File: src/rtl/mem_bus_pkg.sv
// mem_bus_pkg: shared types and constants for the memory bus arbiter
package mem_bus_pkg;
  typedef enum logic [1:0] {IDLE, INSTR, DATA} bus_state_t;
  typedef enum logic {GRANT_INSTR, GRANT_DATA} grant_t;
  localparam logic [3:0] BYTEEN_WORD = 4'b1111;
endpackage

File: src/rtl/rr_arb2.sv
// rr_arb2: two-way round-robin pick between instruction and data requests
module rr_arb2
  import mem_bus_pkg::*;
(
  input  logic   req_instr,
  input  logic   req_data,
  input  grant_t last_grant,
  output logic   valid,
  output grant_t grant
);
  assign valid = req_instr | req_data;
  assign grant = (req_instr && req_data) ? (last_grant == GRANT_DATA ? GRANT_INSTR : GRANT_DATA)
               : (req_instr ? GRANT_INSTR : GRANT_DATA);
endmodule

File: src/rtl/mem_bus_arbiter.sv
// mem_bus_arbiter: shares one Avalon-MM bus between instruction fetch and data ports
module mem_bus_arbiter
  import mem_bus_pkg::*;
#(
  parameter int TIMEOUT_CYCLES = 1023
) (
  input  logic        clk,
  input  logic        reset_n,
  input  logic        instr_req,
  input  logic [31:0] instr_address,
  output logic [31:0] instr_readdata,
  output logic        instr_ready,
  input  logic        data_read,
  input  logic        data_write,
  input  logic [31:0] data_address,
  input  logic [31:0] data_writedata,
  input  logic [3:0]  data_byteenable,
  output logic [31:0] data_readdata,
  output logic        data_ready,
  output logic [31:0] bus_address,
  output logic        bus_read,
  output logic        bus_write,
  output logic [31:0] bus_writedata,
  output logic [3:0]  bus_byteenable,
  input  logic        bus_waitrequest,
  input  logic [31:0] bus_readdata,
  output logic        bus_error
);
  localparam logic [9:0] STALL_MAX = 10'(TIMEOUT_CYCLES - 1);
  bus_state_t  state_q, state_d;
  grant_t      last_grant_q, last_grant_d, gnt;
  logic        gnt_valid;
  logic [31:0] addr_q, addr_d, wdata_q, wdata_d, ird_q, ird_d, drd_q, drd_d, rdata;
  logic [3:0]  be_q, be_d;
  logic        rd_q, rd_d, wr_q, wr_d, irdy_q, irdy_d, drdy_q, drdy_d, err_q, err_d;
  logic [9:0]  stall_q, stall_d;
  rr_arb2 u_arb (
    .req_instr (instr_req),
    .req_data  (data_read | data_write),
    .last_grant(last_grant_q),
    .valid     (gnt_valid),
    .grant     (gnt)
  );
  assign rdata = bus_waitrequest ? 32'h0 : bus_readdata;
  always_comb begin
    state_d = state_q;
    last_grant_d = last_grant_q;
    addr_d = addr_q;
    wdata_d = wdata_q;
    be_d = be_q;
    rd_d = rd_q;
    wr_d = wr_q;
    ird_d = ird_q;
    drd_d = drd_q;
    irdy_d = 1'b0;
    drdy_d = 1'b0;
    stall_d = stall_q;
    err_d = err_q;
    if (state_q == IDLE) begin
      if (gnt_valid) begin
        state_d = gnt == GRANT_INSTR ? INSTR : DATA;
        last_grant_d = gnt;
        stall_d = '0;
        addr_d = gnt == GRANT_INSTR ? instr_address : data_address;
        wdata_d = gnt == GRANT_INSTR ? 32'h0 : data_writedata;
        be_d = gnt == GRANT_INSTR ? BYTEEN_WORD : data_byteenable;
        rd_d = gnt == GRANT_INSTR ? 1'b1 : !data_write;
        wr_d = gnt == GRANT_DATA && data_write;
      end
    end else if (!bus_waitrequest || stall_q == STALL_MAX) begin
      state_d = IDLE;
      rd_d = 1'b0;
      wr_d = 1'b0;
      irdy_d = state_q == INSTR;
      drdy_d = state_q == DATA;
      err_d = err_q | bus_waitrequest;
      ird_d = state_q == INSTR ? rdata : ird_q;
      drd_d = (state_q == DATA && rd_q) ? rdata : drd_q;
    end else begin
      stall_d = stall_q + 10'd1;
    end
  end
  always_ff @(posedge clk) begin
    if (!reset_n) begin
      state_q <= IDLE;
      last_grant_q <= GRANT_DATA;
      addr_q <= '0;
      wdata_q <= '0;
      be_q <= '0;
      rd_q <= 1'b0;
      wr_q <= 1'b0;
      ird_q <= '0;
      drd_q <= '0;
      irdy_q <= 1'b0;
      drdy_q <= 1'b0;
      stall_q <= '0;
      err_q <= 1'b0;
    end else begin
      state_q <= state_d;
      last_grant_q <= last_grant_d;
      addr_q <= addr_d;
      wdata_q <= wdata_d;
      be_q <= be_d;
      rd_q <= rd_d;
      wr_q <= wr_d;
      ird_q <= ird_d;
      drd_q <= drd_d;
      irdy_q <= irdy_d;
      drdy_q <= drdy_d;
      stall_q <= stall_d;
      err_q <= err_d;
    end
  end
  assign bus_address = addr_q;
  assign bus_read = rd_q;
  assign bus_write = wr_q;
  assign bus_writedata = wdata_q;
  assign bus_byteenable = be_q;
  assign instr_readdata = ird_q;
  assign data_readdata = drd_q;
  assign instr_ready = irdy_q;
  assign data_ready = drdy_q;
  assign bus_error = err_q;
endmodule

File: config.mk
export PLATFORM = sky130hd
export DESIGN_NAME = mem_bus_arbiter
export DESIGN_NICKNAME = d
export VERILOG_FILES = /design/src/rtl/mem_bus_pkg.sv /design/src/rtl/rr_arb2.sv /design/src/rtl/mem_bus_arbiter.sv
export SDC_FILE = /design/constraint.sdc
export NUM_CORES = 1
export LEC_CHECK = 0
export BUFFER_PORTS_ARGS = -buffer_cell sky130_fd_sc_hd__buf_2
export CAP_MARGIN = 15
export CORE_UTILIZATION = 44
export CTS_CLUSTER_DIAMETER = 120
export DETAILED_ROUTE_END_ITERATION = 10
export PLACE_DENSITY_LB_ADDON = 0.3
export SLEW_MARGIN = 20
export SYNTH_ARGS = -nofsm -noshare
export SYNTH_HDL_FRONTEND = slang
export SYNTH_SLANG_ARGS = --single-unit
File: constraint.sdc
create_clock -name clk -period 4.98 [get_ports clk]
set_input_delay 0.996 -clock clk [delete_from_list [all_inputs] [get_ports clk]]
set_output_delay 0.996 -clock clk [all_outputs]
set_load 0.02 [all_outputs]
# Word-level counts from Yosys, hierarchy flattened
# Cells that the tools add are included.
[word_totals] regBits=150 latchBits=0 ram_bits=0 rom_bits=0 inputBits=138 output_inout_bits=137 word_cells=60 mem_count=0
[classes] addsub=1 mul=0 n_div=0 order_cmp=0 n_eq_ne=5 shifts=0 mux=20 bitwise_logic=6 reduce_logical=15
[op_table] op="two-way mux 32 bit" count=3
[op_table] op="two-way mux 10 bit" count=3
[op_table] op="adder 10 x 1 -> 10 bit (second input constant)" count=1
[op_table] op="== test 10 bit (second input constant)" count=1
[op_table] op="two-way mux 1 bit" count=9
[op_table] op="two-way mux 2 bit" count=4
[op_table] op="AND reduction 2 bit" count=4
[op_table] op="AND reduction 3 bit" count=2
[op_table] op="two-way mux 4 bit" count=1
[op_table] op="!= test 2 bit (second input constant)" count=2
[op_table] op="logical AND 1 bit" count=3
[op_table] op="NOT 1 bit" count=3
[op_table] op="OR 1 bit" count=3
[op_table] op="OR reduction 3 bit" count=1
[op_table] op="== test 2 x 1 -> 1 bit (second input constant)" count=1
[op_table] op="== test 2 bit (second input constant)" count=1
[op_table] op="logical NOT 1 bit" count=2
[op_table] op="logical NOT 2 bit" count=1
[op_table] op="nonzero test 2 bit" count=1
[op_table] op="logical OR 1 bit" count=1

# Logic depth before layout (Yosys ltp)
# Gate-level depths: netlist of the first run.
[logic_depth] depth_word=6 ltp_mapped=8 depth_no_buf=6

# Cells and area by module
# A second synthesis of the first run with hierarchy kept.
[unflattened] hier_cells=656 hier_area_um2=5944.5
[by_module_without_submodules] module="mem_bus_arbiter" n_inst=1 cells_each=653 area_each_um2=5929.4 seq_area_each_um2=3002.9
[by_module_without_submodules] module="rr_arb2" n_inst=1 cells_each=3 area_each_um2=15.0 seq_area_each_um2=0.0

# Least setup slack after synthesis of the first run
# Ideal clock, no wire load.
[synth_timing] kind="input to register" start="in reset_n" end="reg wdata_q[10] (netlist: bus_writedata[10])" setup_ps=117 t_arrival_ps=1959 required_time_ps=4863 setup_slack_ps=2904 stages=6 n_path_buf=4 path_cell_list="clkbuf_2 inv_1 buf_2 clkbuf_1 buf_2 nor2_1"
[synth_lines] element="from (decl)" line_no="mem_bus_arbiter.sv:8" rtl="input logic reset_n,"
[synth_lines] element="to (signal assigned)" line_no="mem_bus_arbiter.sv:102" rtl="wdata_q <= wdata_d;"
[synth_lines] element="to (decl)" line_no="mem_bus_arbiter.sv:33" rtl="logic [31:0] addr_q, addr_d, wdata_q, wdata_d, ird_q, ird_d, drd_q, drd_d, rdata;"
# No word-level cell between the ends.

# Worst setup path in the final report of the first run
[layout_timing] start="in bus_waitrequest" end="reg drd_q[27] (netlist: data_readdata[27])"
[layout_between] elab_chain_cells=3 elab_cells_between_ends=4 cone_classes="mux: 1; reduce/logical: 3"
[layout_lines] element="from (decl)" line_no="mem_bus_arbiter.sv:25" rtl="input logic bus_waitrequest,"
[layout_lines] element="logical NOT 1 bit" line_no="mem_bus_arbiter.sv:70" rtl="end else if (!bus_waitrequest || stall_q == STALL_MAX) begin"
[layout_lines] element="logical OR 1 bit" line_no="mem_bus_arbiter.sv:70"
[layout_lines] element="AND reduction 3 bit (no line)"
[layout_lines] element="to (signal assigned)" line_no="mem_bus_arbiter.sv:107" rtl="drd_q <= drd_d;"
[layout_lines] element="to (decl)" line_no="mem_bus_arbiter.sv:33"
# Parallel ways exist; a longest one is shown, timed or not.
# A chain may end at the register's enable or synchronous reset.

==> impl_metrics.env, run 1 <==
export IMPL_drcViolationCount=0
export IMPL_clk_pin_slew_worst_paths_ps=60
export IMPL_run_status="finished, final reports clean"
export IMPL_row_count=41
export IMPL_crit_path_end_kind="register"
export IMPL_hold_depth=1
export IMPL_diodes=0
export IMPL_cts_buffers=17
export IMPL_drv_slew=0
export IMPL_drive_gt1_share_pct=37.9
export IMPL_yosysSeqAreaShare_pct=52.8
export IMPL_initial_core_util_pct=45.0
export IMPL_grt_pass1_vias=5121
export IMPL_r2r_slack_ps=2370
export IMPL_report_final_hold_viol_count=0
export IMPL_area_growth_pct=32.0
export IMPL_p_per_area_nw_per_um2=397
export IMPL_seq_area_sq_um=3000
export IMPL_p_total_mw=2.98
export IMPL_grt_pass1_wl_um=24900
export IMPL_wl_per_cell_um=16.1
export IMPL_overflow=0
export IMPL_worstPathMaxFanout=39
export IMPL_synthFlopType="dfxtp_1"
export IMPL_grt_max_degree=93
export IMPL_port_buffers=274
export IMPL_critPathLaunchType="input pin"
export IMPL_timing_rr_start="state_q[1]$_SDFFE_PN0P_"
export IMPL_p_leak_nw=3.48
export IMPL_yosys_register_bits=150
export IMPL_utilization_pct=59.4
export IMPL_async_flop_share_pct=0
export IMPL_core_area_sq_um=12600
export IMPL_required_ps=5330
export IMPL_track_usage_pct=23.8
export IMPL_place_ws_ps=1680
export IMPL_routabilityCongestion=0.808
export IMPL_critPathKind="input pin to register"
export IMPL_fmaxAchievable_mhz=344
export IMPL_h_tree_depth=4
export IMPL_skew_ps=6.92
export IMPL_nets=970
export IMPL_reg2reg_depth=4
export IMPL_drtIter0Drc=589
export IMPL_insertion_delay_ps=410
export IMPL_drt_pass1_iter_count=7
export IMPL_fin_area_sq_um=7500
export IMPL_final_period_utilization_pct=58.3
export IMPL_vias=5572
export IMPL_slew_headroom_pct=22.3
export IMPL_viasPerCell=5.50
export IMPL_postLayoutSetupSlackWorst_ps=2080
export IMPL_finalSetupViolations=0
export IMPL_cap_violations=0
export IMPL_holdPathEnd="data_readdata[15]$_SDFFE_PN0P_"
export IMPL_cts_post_setup_buffers_inserted=0
export IMPL_clock_sinks=150
export IMPL_antenna_found_initial=1
export IMPL_rr_endpoint="bus_address[15]$_SDFFE_PN0P_"
export IMPL_drt_total_wl_um=16300
export IMPL_synth_edf_count=0
export IMPL_synth_fp_nets=729
export IMPL_dpl_cell_area_sq_um=6970
export IMPL_cts_tree="yes"
export IMPL_max_vdd_ir_drop_v=0.000222
export IMPL_arrival_ps=3250
export IMPL_antenna_left=0
export IMPL_rsz0062_at_grt="false"
export IMPL_tightest_slew_ps=1170
export IMPL_avgSynthCellArea_sq_um=9.65
export IMPL_synthCells=589
export IMPL_multiInputGateArea_sq_um=2340
export IMPL_fin_crit_ps=2900
export IMPL_die_h_um=116
export IMPL_cts_hold_buf=0
export IMPL_ys_types=49
export IMPL_dp_hpwl_um=11100
export IMPL_syn_area_sq_um=5680
export IMPL_die_width_um=116
export IMPL_yosysWarnings=0
export IMPL_cts_root_buf="clkbuf_16"
export IMPL_cts_resized=0
export IMPL_fillerInstances=1137
export IMPL_num_io_pins=275
export IMPL_clockBufferDepth=2
export IMPL_fin_tns_setup_ps=0
export IMPL_worstHoldStart="data_readdata[15]$_SDFFE_PN0P_"
export IMPL_holdCritPathClass="register to register"
export IMPL_die_area_sq_um=13400
[metrics by stage]
step | hold WS, ps | std cells
after floorplan | 458 | 589
after global placement | 451 | 983
after detailed placement | 455 | 983
after CTS | 471 | 1013
after global routing | 489 | 1013
final | 468 | 1013
[synth_stat cells, types with 7 or more instances]
cell type / number / area, sq um
dfxtp_1: 150 / 3000
a22oi_1: 32 / 240
nor2b_1: 32 / 200
a222oi_1: 32 / 320
buf_4: 8 / 60.1
clkbuf_1: 23 / 86.3
o22ai_1: 7 / 43.8
buf_6: 8 / 90.1
a22o_1: 31 / 272
o21ai_0: 33 / 165
a21oi_1: 41 / 205
nor2_1: 77 / 289
buf_2: 14 / 70.1
nand3_1: 11 / 55.1
nand2_1: 40 / 150
[area by class of cell]
class | instances | share of cell area [%]
Clock buffer | 22 | 6.32
Clock inverter | 8 | 0.700
Inverter | 3 | 0.167
Multi-Input combinational cell | 380 | 31.2
Sequential cell | 150 | 40.0
Tap cell | 172 | 2.87
Timing Repair Buffer | 278 | 18.7
[registers in the layout (all words and copies together), names as in the netlist]
name            flops
bus_error           1
stall_q            10
bus_read            1
instr_ready         1
data_readdata      32
bus_writedata      32
instr_readdata     32
state_q             2
data_ready          1
last_grant_q        1
bus_byteenable      4
bus_write           1
bus_address        32
[power by group]
group / total [mW] / switching, mW / internal, mW
registers: 1.33 / 0.0460 / 1.28
clock network: 1.13 / 0.466 / 0.668
logic: 0.521 / 0.334 / 0.187
[routing by layer]
metal  GRT usage (%)  share of wire, %
met1            28.2                42
met2            40.4                48
met3            7.37               7.6
met4            9.32               2.1
met5               0             0.080
[how the worst max path moves through the flow]
| stage | from | end | slack (ps) | cells past startpoint |
|---|---|---|---|---|
| floorplan | reset_n | bus_writedata[10]$_SDFFE_PN0P_ | 2900 | 6 |
| global placement | bus_waitrequest | data_readdata[18]$_SDFFE_PN0P_ | 1790 | 5 |
| detailed placement | bus_waitrequest | data_readdata[16]$_SDFFE_PN0P_ | 1680 | 5 |
| CTS | bus_waitrequest | data_readdata[7]$_SDFFE_PN0P_ | 2100 | 5 |
| global route | bus_waitrequest | data_readdata[6]$_SDFFE_PN0P_ | 1900 | 5 |
| finish | bus_waitrequest | data_readdata[27]$_SDFFE_PN0P_ | 2080 | 5 |
[worst max-delay path: stages]
cell,delay (ps)
buf_2,510
inv_1,230
a31oi_4,800
o21a_4,500
a22o_1,200
[cells in the final DEF, fill, tap and decap left out, drive strengths merged, types with 11 or more instances in the layout]
cell type  instances
a21oi             41
a222oi            32
a22o              31
a22oi             32
buf              278
clkbuf            22
dfxtp            150
nand2             40
nand3             11
nor2              77
nor2b             32
o21ai             35
[kinds of logic (layout without fill, tap and decap cells)]
family / Yosys count / count (layout) / synth area share (%)
fa+ha+maj: 2 / 2 / 0.440
flops: 150 / 150 / 52.8
simple gates: 183 / 183 / 15.3
buf+inv: 59 / 311 / 6.16
mux: 1 / 1 / 0.176
compound gates: 194 / 194 / 25.1
(Power assumes the default switching activity.)
==> inputs of run 2 (changes only) <==
==> constraint.sdc (replaced) <==
create_clock -name clk -period 2.8 [get_ports clk]
set_input_delay 0.56 -clock clk [delete_from_list [all_inputs] [get_ports clk]]
set_output_delay 0.56 -clock clk [all_outputs]
set_load 0.02 [all_outputs]
==> run 2 against run 1 <==
Via count grew 0.66%. Non-clock buffer count grew 8. Clock skew rose by 0.91 ps. Total power rose by 85%. Register-to-register slack got worse by 1600 ps. Worst setup slack worse by 1300 ps. Wire length increased by 0.93%. First-iteration DRC count down 12%. Clock-buffer cell count increased by 1. Final area rose by 1.7%. Clock power grew 95%. Critical path type is now register to register. Largest cell class unchanged.
==> impl_metrics.env, run 2 (synthesis gave the netlist of run 1 again) <==
export IMPL_run_status="finished, final reports clean"
export IMPL_h_tree_depth=4
export IMPL_diodes=0
export IMPL_fin_crit_ps=1990
export IMPL_r2r_slack_ps=810
export IMPL_drive_gt1_share_pct=38.6
export IMPL_slew_headroom_pct=51.9
export IMPL_critPathKind="register to register"
export IMPL_cts_tree="yes"
export IMPL_grt_pass1_vias=5027
export IMPL_viasPerCell=5.49
export IMPL_utilization_pct=60.5
export IMPL_p_leak_nw=3.55
export IMPL_die_width_um=116
export IMPL_busiest_layer="met2"
export IMPL_critPathLaunchType="register"
export IMPL_row_count=41
export IMPL_reg2reg_depth=7
export IMPL_drcViolationCount=0
export IMPL_fillerInstances=1149
export IMPL_die_h_um=116
export IMPL_initial_core_util_pct=45.0
export IMPL_core_area_sq_um=12600
export IMPL_die_area_sq_um=13400
export IMPL_hold_depth=3
export IMPL_cts_buffers=17
export IMPL_nets=978
export IMPL_wl_per_cell_um=16.1
export IMPL_grt_use_met2_pct=39.0
export IMPL_arrival_ps=2340
export IMPL_timing_rr_start="stall_q[0]$_SDFFE_PN0P_"
export IMPL_track_usage_pct=23.8
export IMPL_fmaxAchievable_mhz=502
export IMPL_cts_hold_buf=0
export IMPL_worstHoldStart="data_writedata[24]"
export IMPL_cts_post_setup_buffers_inserted=0
export IMPL_crit_path_end_kind="register"
export IMPL_final_common_cell="buf_2"
export IMPL_antenna_left=0
export IMPL_cts_root_buf="clkbuf_16"
export IMPL_dp_hpwl_um=11500
export IMPL_drv_slew=0
export IMPL_p_per_area_nw_per_um2=722
export IMPL_drtIter0Drc=518
export IMPL_finalSetupViolations=0
export IMPL_grt_max_degree=89
export IMPL_required_ps=3150
export IMPL_rsz0062_at_grt="false"
export IMPL_holdPathEnd="bus_writedata[24]$_SDFFE_PN0P_"
export IMPL_clockBufferDepth=2
export IMPL_max_vdd_ir_drop_v=0.000450
export IMPL_worstPathMaxFanout=32
export IMPL_final_period_utilization_pct=71.1
export IMPL_antenna_found_initial=0
export IMPL_clk_pin_slew_worst_paths_ps=60
export IMPL_most_common_layout_cells="274 x buf_2, 150 x dfxtp_1, 76 x nor2_1"
export IMPL_overflow=0
export IMPL_use_met3_pct=7.48
export IMPL_clock_sinks=150
export IMPL_cts_resized=0
export IMPL_cap_violations=0
export IMPL_holdCritPathClass="input pin to register"
export IMPL_drt_total_wl_um=16400
export IMPL_report_final_hold_viol_count=0
export IMPL_rr_endpoint="data_readdata[27]$_SDFFE_PN0P_"
export IMPL_p_total_mw=5.51
export IMPL_grt_pass1_wl_um=24700
export IMPL_area_growth_pct=34.3
export IMPL_skew_ps=7.83
export IMPL_num_io_pins=275
export IMPL_port_buffers=274
export IMPL_routabilityCongestion=0.811
export IMPL_fin_tns_setup_ps=0
export IMPL_tightest_slew_ps=722
export IMPL_met1_usage_pct=28.1
export IMPL_vias=5609
export IMPL_insertion_delay_ps=410
export IMPL_drt_pass1_iter_count=7
[run 2: through the flow]
step           cell area [sq um]  setup WS, ps  instances  hold slack [ps]
5_1_grt                     7630           704       1022              375
3_3_place_gp                7050           785        991              448
6_report                    7630           808       1022              377
2_1_floorplan               5680          1150        589              458
4_1_cts                     7630           820       1022              362
3_5_place_dp                7050           716        991              456
[run 2: how the worst max path moves through the flow]
stage | from | end
after floorplan | stall_q[0]$_SDFFE_PN0P_ | stall_q[6]$_SDFFE_PN0P_
after global placement | bus_waitrequest | data_readdata[18]$_SDFFE_PN0P_
after detailed placement | bus_waitrequest | data_readdata[27]$_SDFFE_PN0P_
after CTS | stall_q[0]$_SDFFE_PN0P_ | data_readdata[27]$_SDFFE_PN0P_
after global routing | stall_q[0]$_SDFFE_PN0P_ | data_readdata[2]$_SDFFE_PN0P_
final | stall_q[0]$_SDFFE_PN0P_ | data_readdata[27]$_SDFFE_PN0P_
[run 2: critical path: stages, from the launching register on]
cell and delay, ps:
dfxtp_1 370, inv_1 70, ha_1 190, and3_2 250, a31oi_4 190, buf_4 240, o21a_4 400, a22o_1 200
[run 2: cell type report]
type | instances | area [sq um] | share of cell area, %
sequential | 150 | 3000 | 39.4
multi-input combinational | 380 | 2340 | 30.6
timing repair buffer | 286 | 1490 | 19.5
clock buffer | 23 | 488 | 6.39
tap | 172 | 215 | 2.82
clock inverter | 8 | 90.1 | 1.18
inverter | 3 | 12.5 | 0.164
[run 2: layer usage]
| metal | up-vias | routed length, um | share of wire (%) |
|---|---|---|---|
| met5 | - | 0 | 0 |
| met2 | 284 | 7710 | 47 |
| li1 | 2655 | - | - |
| met1 | 2634 | 6810 | 41 |
| met3 | 36 | 1380 | 8.4 |
| met4 | 0 | 541 | 3.3 |
[run 2: power breakdown]
| group | internal, mW | leakage, nW | switching [mW] |
|---|---|---|---|
| registers | 2.28 | 1.22 | 0.0809 |
| logic | 0.352 | 2.05 | 0.601 |
| clock network | 1.32 | 0.280 | 0.878 |
| total | 3.95 | 3.55 | 1.56 |
==> inputs of run 3 (changes only) <==
--- a/config.mk
+++ b/config.mk
@@ -5,9 +5,10 @@
 export SDC_FILE = /design/constraint.sdc
 export NUM_CORES = 1
 export LEC_CHECK = 0
+export ABC_AREA = 1
 export BUFFER_PORTS_ARGS = -buffer_cell sky130_fd_sc_hd__buf_2
 export CAP_MARGIN = 15
-export CORE_UTILIZATION = 44
+export CORE_UTILIZATION = 43
 export CTS_CLUSTER_DIAMETER = 120
 export DETAILED_ROUTE_END_ITERATION = 10
 export PLACE_DENSITY_LB_ADDON = 0.3
==> constraint.sdc (replaced) <==
create_clock -name clk -period 1.7 [get_ports clk]
set_input_delay 0.34 -clock clk [delete_from_list [all_inputs] [get_ports clk]]
set_output_delay 0.34 -clock clk [all_outputs]
set_load 0.02 [all_outputs]
==> run 3 against run 2 <==
Global-route usage is 0.53 points lower. Worst setup slack worse by 700 ps. Die area is 10% higher. Register-to-register slack worse by 700 ps. Final cell count is 32% higher. Utilization is 0.10 points higher. Wire length is 6.9% higher. Sequential cell count stayed put. Worst hold slack worse by 230 ps. Non-clock buffer count is 9 higher. Fmax is 25% higher. Critical path type unchanged. Largest cell class unchanged.
==> impl_metrics.env, run 3 <==
export IMPL_run_status="finished, final reports clean"
export IMPL_antenna_left=0
export IMPL_h_tree_depth=4
export IMPL_p_leak_nw=4.35
export IMPL_insertion_delay_ps=420
export IMPL_p_per_area_nw_per_um2=1160
export IMPL_critPathLaunchType="register"
export IMPL_r2r_slack_ps=110
export IMPL_drt_pass1_iter_count=4
export IMPL_yosys_register_bits=150
export IMPL_holdCritPathClass="input pin to register"
export IMPL_die_area_sq_um=14700
export IMPL_yosysTopAreaCellShare_pct=49.0
export IMPL_skew_ps=9.99
export IMPL_report_final_hold_viol_count=0
export IMPL_slew_headroom_pct=70.4
export IMPL_cts_buffers=17
export IMPL_reg2reg_depth=10
export IMPL_worstHoldStart="data_byteenable[1]"
export IMPL_drive_gt1_share_pct=28.9
export IMPL_yosysWarnings=0
export IMPL_nets=1292
export IMPL_tightest_slew_ps=445
export IMPL_die_h_um=121
export IMPL_hold_slack_ps=149
export IMPL_synth_edf_count=0
export IMPL_max_vdd_ir_drop_v=0.000578
export IMPL_rr_endpoint="data_readdata[14]$_SDFFE_PN0P_"
export IMPL_viasPerCell=4.70
export IMPL_synth_most_common_cell="nand2_1"
export IMPL_grt_max_degree=61
export IMPL_topRoutingLayerUsed="met4"
export IMPL_drt_total_wl_um=17600
export IMPL_cts_hold_buf=0
export IMPL_async_flop_share_pct=0
export IMPL_met3WireLength_um=1510
export IMPL_finalSetupViolations=0
export IMPL_yosys_top_cells_count="365 x nand2_1, 150 x dfxtp_1, 108 x a21oi_1, 83 x inv_1, 60 x nor2_1"
export IMPL_met1_length_um=7390
export IMPL_drv_slew=0
export IMPL_vias=6321
export IMPL_routabilityCongestion=0.808
export IMPL_worstPathMaxFanout=16
export IMPL_wl_met2_um=8460
export IMPL_fillerInstances=1346
export IMPL_fin_crit_ps=1590
export IMPL_synth_area_leader_cell="dfxtp_1"
export IMPL_clk_pin_slew_worst_paths_ps=60
export IMPL_fin_tns_setup_ps=0
export IMPL_wl_per_cell_um=13.1
export IMPL_holdPathEnd="bus_byteenable[1]$_SDFFE_PN0P_"
export IMPL_p_total_mw=9.78
export IMPL_track_usage_pct=23.3
export IMPL_cap_violations=0
export IMPL_initial_core_util_pct=44.1
export IMPL_drtIter0Drc=302
export IMPL_core_area_sq_um=13900
export IMPL_startpoint="stall_q[0]$_SDFFE_PN0P_"
export IMPL_final_common_cell="nand2_1"
export IMPL_ys_types=22
export IMPL_required_ps=1990
export IMPL_dp_hpwl_um=12000
export IMPL_die_width_um=121
export IMPL_fmaxAchievable_mhz=629
export IMPL_timing_rr_start="stall_q[0]$_SDFFE_PN0P_"
export IMPL_clockBufferDepth=2
export IMPL_final_period_utilization_pct=93.5
export IMPL_avgSynthCellArea_sq_um=6.89
export IMPL_grt_pass1_wl_um=26900
export IMPL_arrival_ps=1880
export IMPL_row_count=43
export IMPL_dp_cells=1310
export IMPL_yosysSeqAreaShare_pct=49.0
export IMPL_overflow=0
export IMPL_most_common_layout_cells="362 x nand2_1, 274 x buf_2, 150 x dfxtp_1"
export IMPL_synthCells=889
export IMPL_synthTopCellsByArea="dfxtp_1 49%, nand2_1 22%, a21oi_1 8.8%"
export IMPL_hold_depth=3
export IMPL_area_growth_pct=37.3
export IMPL_port_buffers=274
export IMPL_utilization_pct=60.6
export IMPL_cts_tree="yes"
export IMPL_num_io_pins=275
export IMPL_critPathKind="register to register"
export IMPL_syn_area_sq_um=6130
export IMPL_crit_path_end_kind="register"
export IMPL_grt_pass1_vias=5729
export IMPL_drcViolationCount=0
export IMPL_clock_sinks=150
export IMPL_antenna_found_initial=1
export IMPL_rsz0062_at_grt="false"
export IMPL_synthFlopType="dfxtp_1"
export IMPL_instances_no_fill=1344
export IMPL_cts_root_buf="clkbuf_16"
export IMPL_diodes=0
export IMPL_synth_fp_nets=1029
[run 3: cell types whose count changed after synthesis, sizes merged, moves of 31 or more]
cell    change
a21oi      +67
a222oi     -32
a22o       -31
a22oi      -32
inv        +83
nand2     +327
nand3      +40
nor2b      -32
[run 3: area by class of cell]
type / instances / area [sq um] / area share (%)
multi-input cells: 602 / 2540 / 30.3
clock inverters: 7 / 143 / 1.70
inverters: 86 / 324 / 3.85
clock buffers: 24 / 492 / 5.85
flip-flops and latches: 150 / 3000 / 35.7
repair buffers: 295 / 1680 / 19.9
well taps: 180 / 225 / 2.68
[run 3: stage by stage]
step / cell area, sq um / setup slack [ps]
3_5_place_dp: 7700 / 133
4_1_cts: 8340 / 91.7
2_1_floorplan: 6130 / 294
5_1_grt: 8410 / 8.68
6_report: 8410 / 110
3_3_place_gp: 7700 / 178
[run 3: metal layers]
layer,up-vias,GRT usage (%)
met5,-,0
met4,0,7.18
met3,18,9.26
met2,222,38.8
met1,2817,27.3
li1,3264,-
[run 3: cells by family (layout without fill, tap and decap cells)]
logic type	after synthesis	in the layout	synth area share, %
AND/OR/NAND/NOR	483	483	31.1
flip-flops	150	150	49.0
buffers and inverters	137	412	9.72
AO/OA/AOI/OAI	116	116	9.58
adder cells (fa/ha/maj)	2	2	0.408
XOR/XNOR	1	1	0.143
[run 3: report_power, final]
group	internal [mW]	switching [mW]
combinational	0.662	1.19
clock	2.61	1.41
sequential	3.77	0.138
total	7.04	2.74
[run 3: how the worst max path moves through the flow]
stage	slack, ps	end	cells after the start
3_5_place_dp	130	instr_readdata[27]$_SDFFE_PN0P_	10
2_1_floorplan	290	instr_readdata[22]$_SDFFE_PN0P_	10
6_report	110	data_readdata[14]$_SDFFE_PN0P_	10
4_1_cts	90	instr_readdata[20]$_SDFFE_PN0P_	10
3_3_place_gp	180	bus_address[22]$_SDFFE_PN0P_	10
5_1_grt	9	data_readdata[10]$_SDFFE_PN0P_	10
[run 3: repair_timing]
action	4_1_cts	5_1_grt
setup buffers	0	1
gates resized for setup	0	4
setup endpoints to repair	0	33
[run 3: critical path: stages, from the launching register on]
cell and delay [ps]:
dfxtp_1 330, inv_1 80, ha_1 140, inv_1 30, nor2_1 120, nand3_1 140, nand2_2 160, nand2_2 130
clkbuf_16 210, nand2_1 70, a21oi_1 50
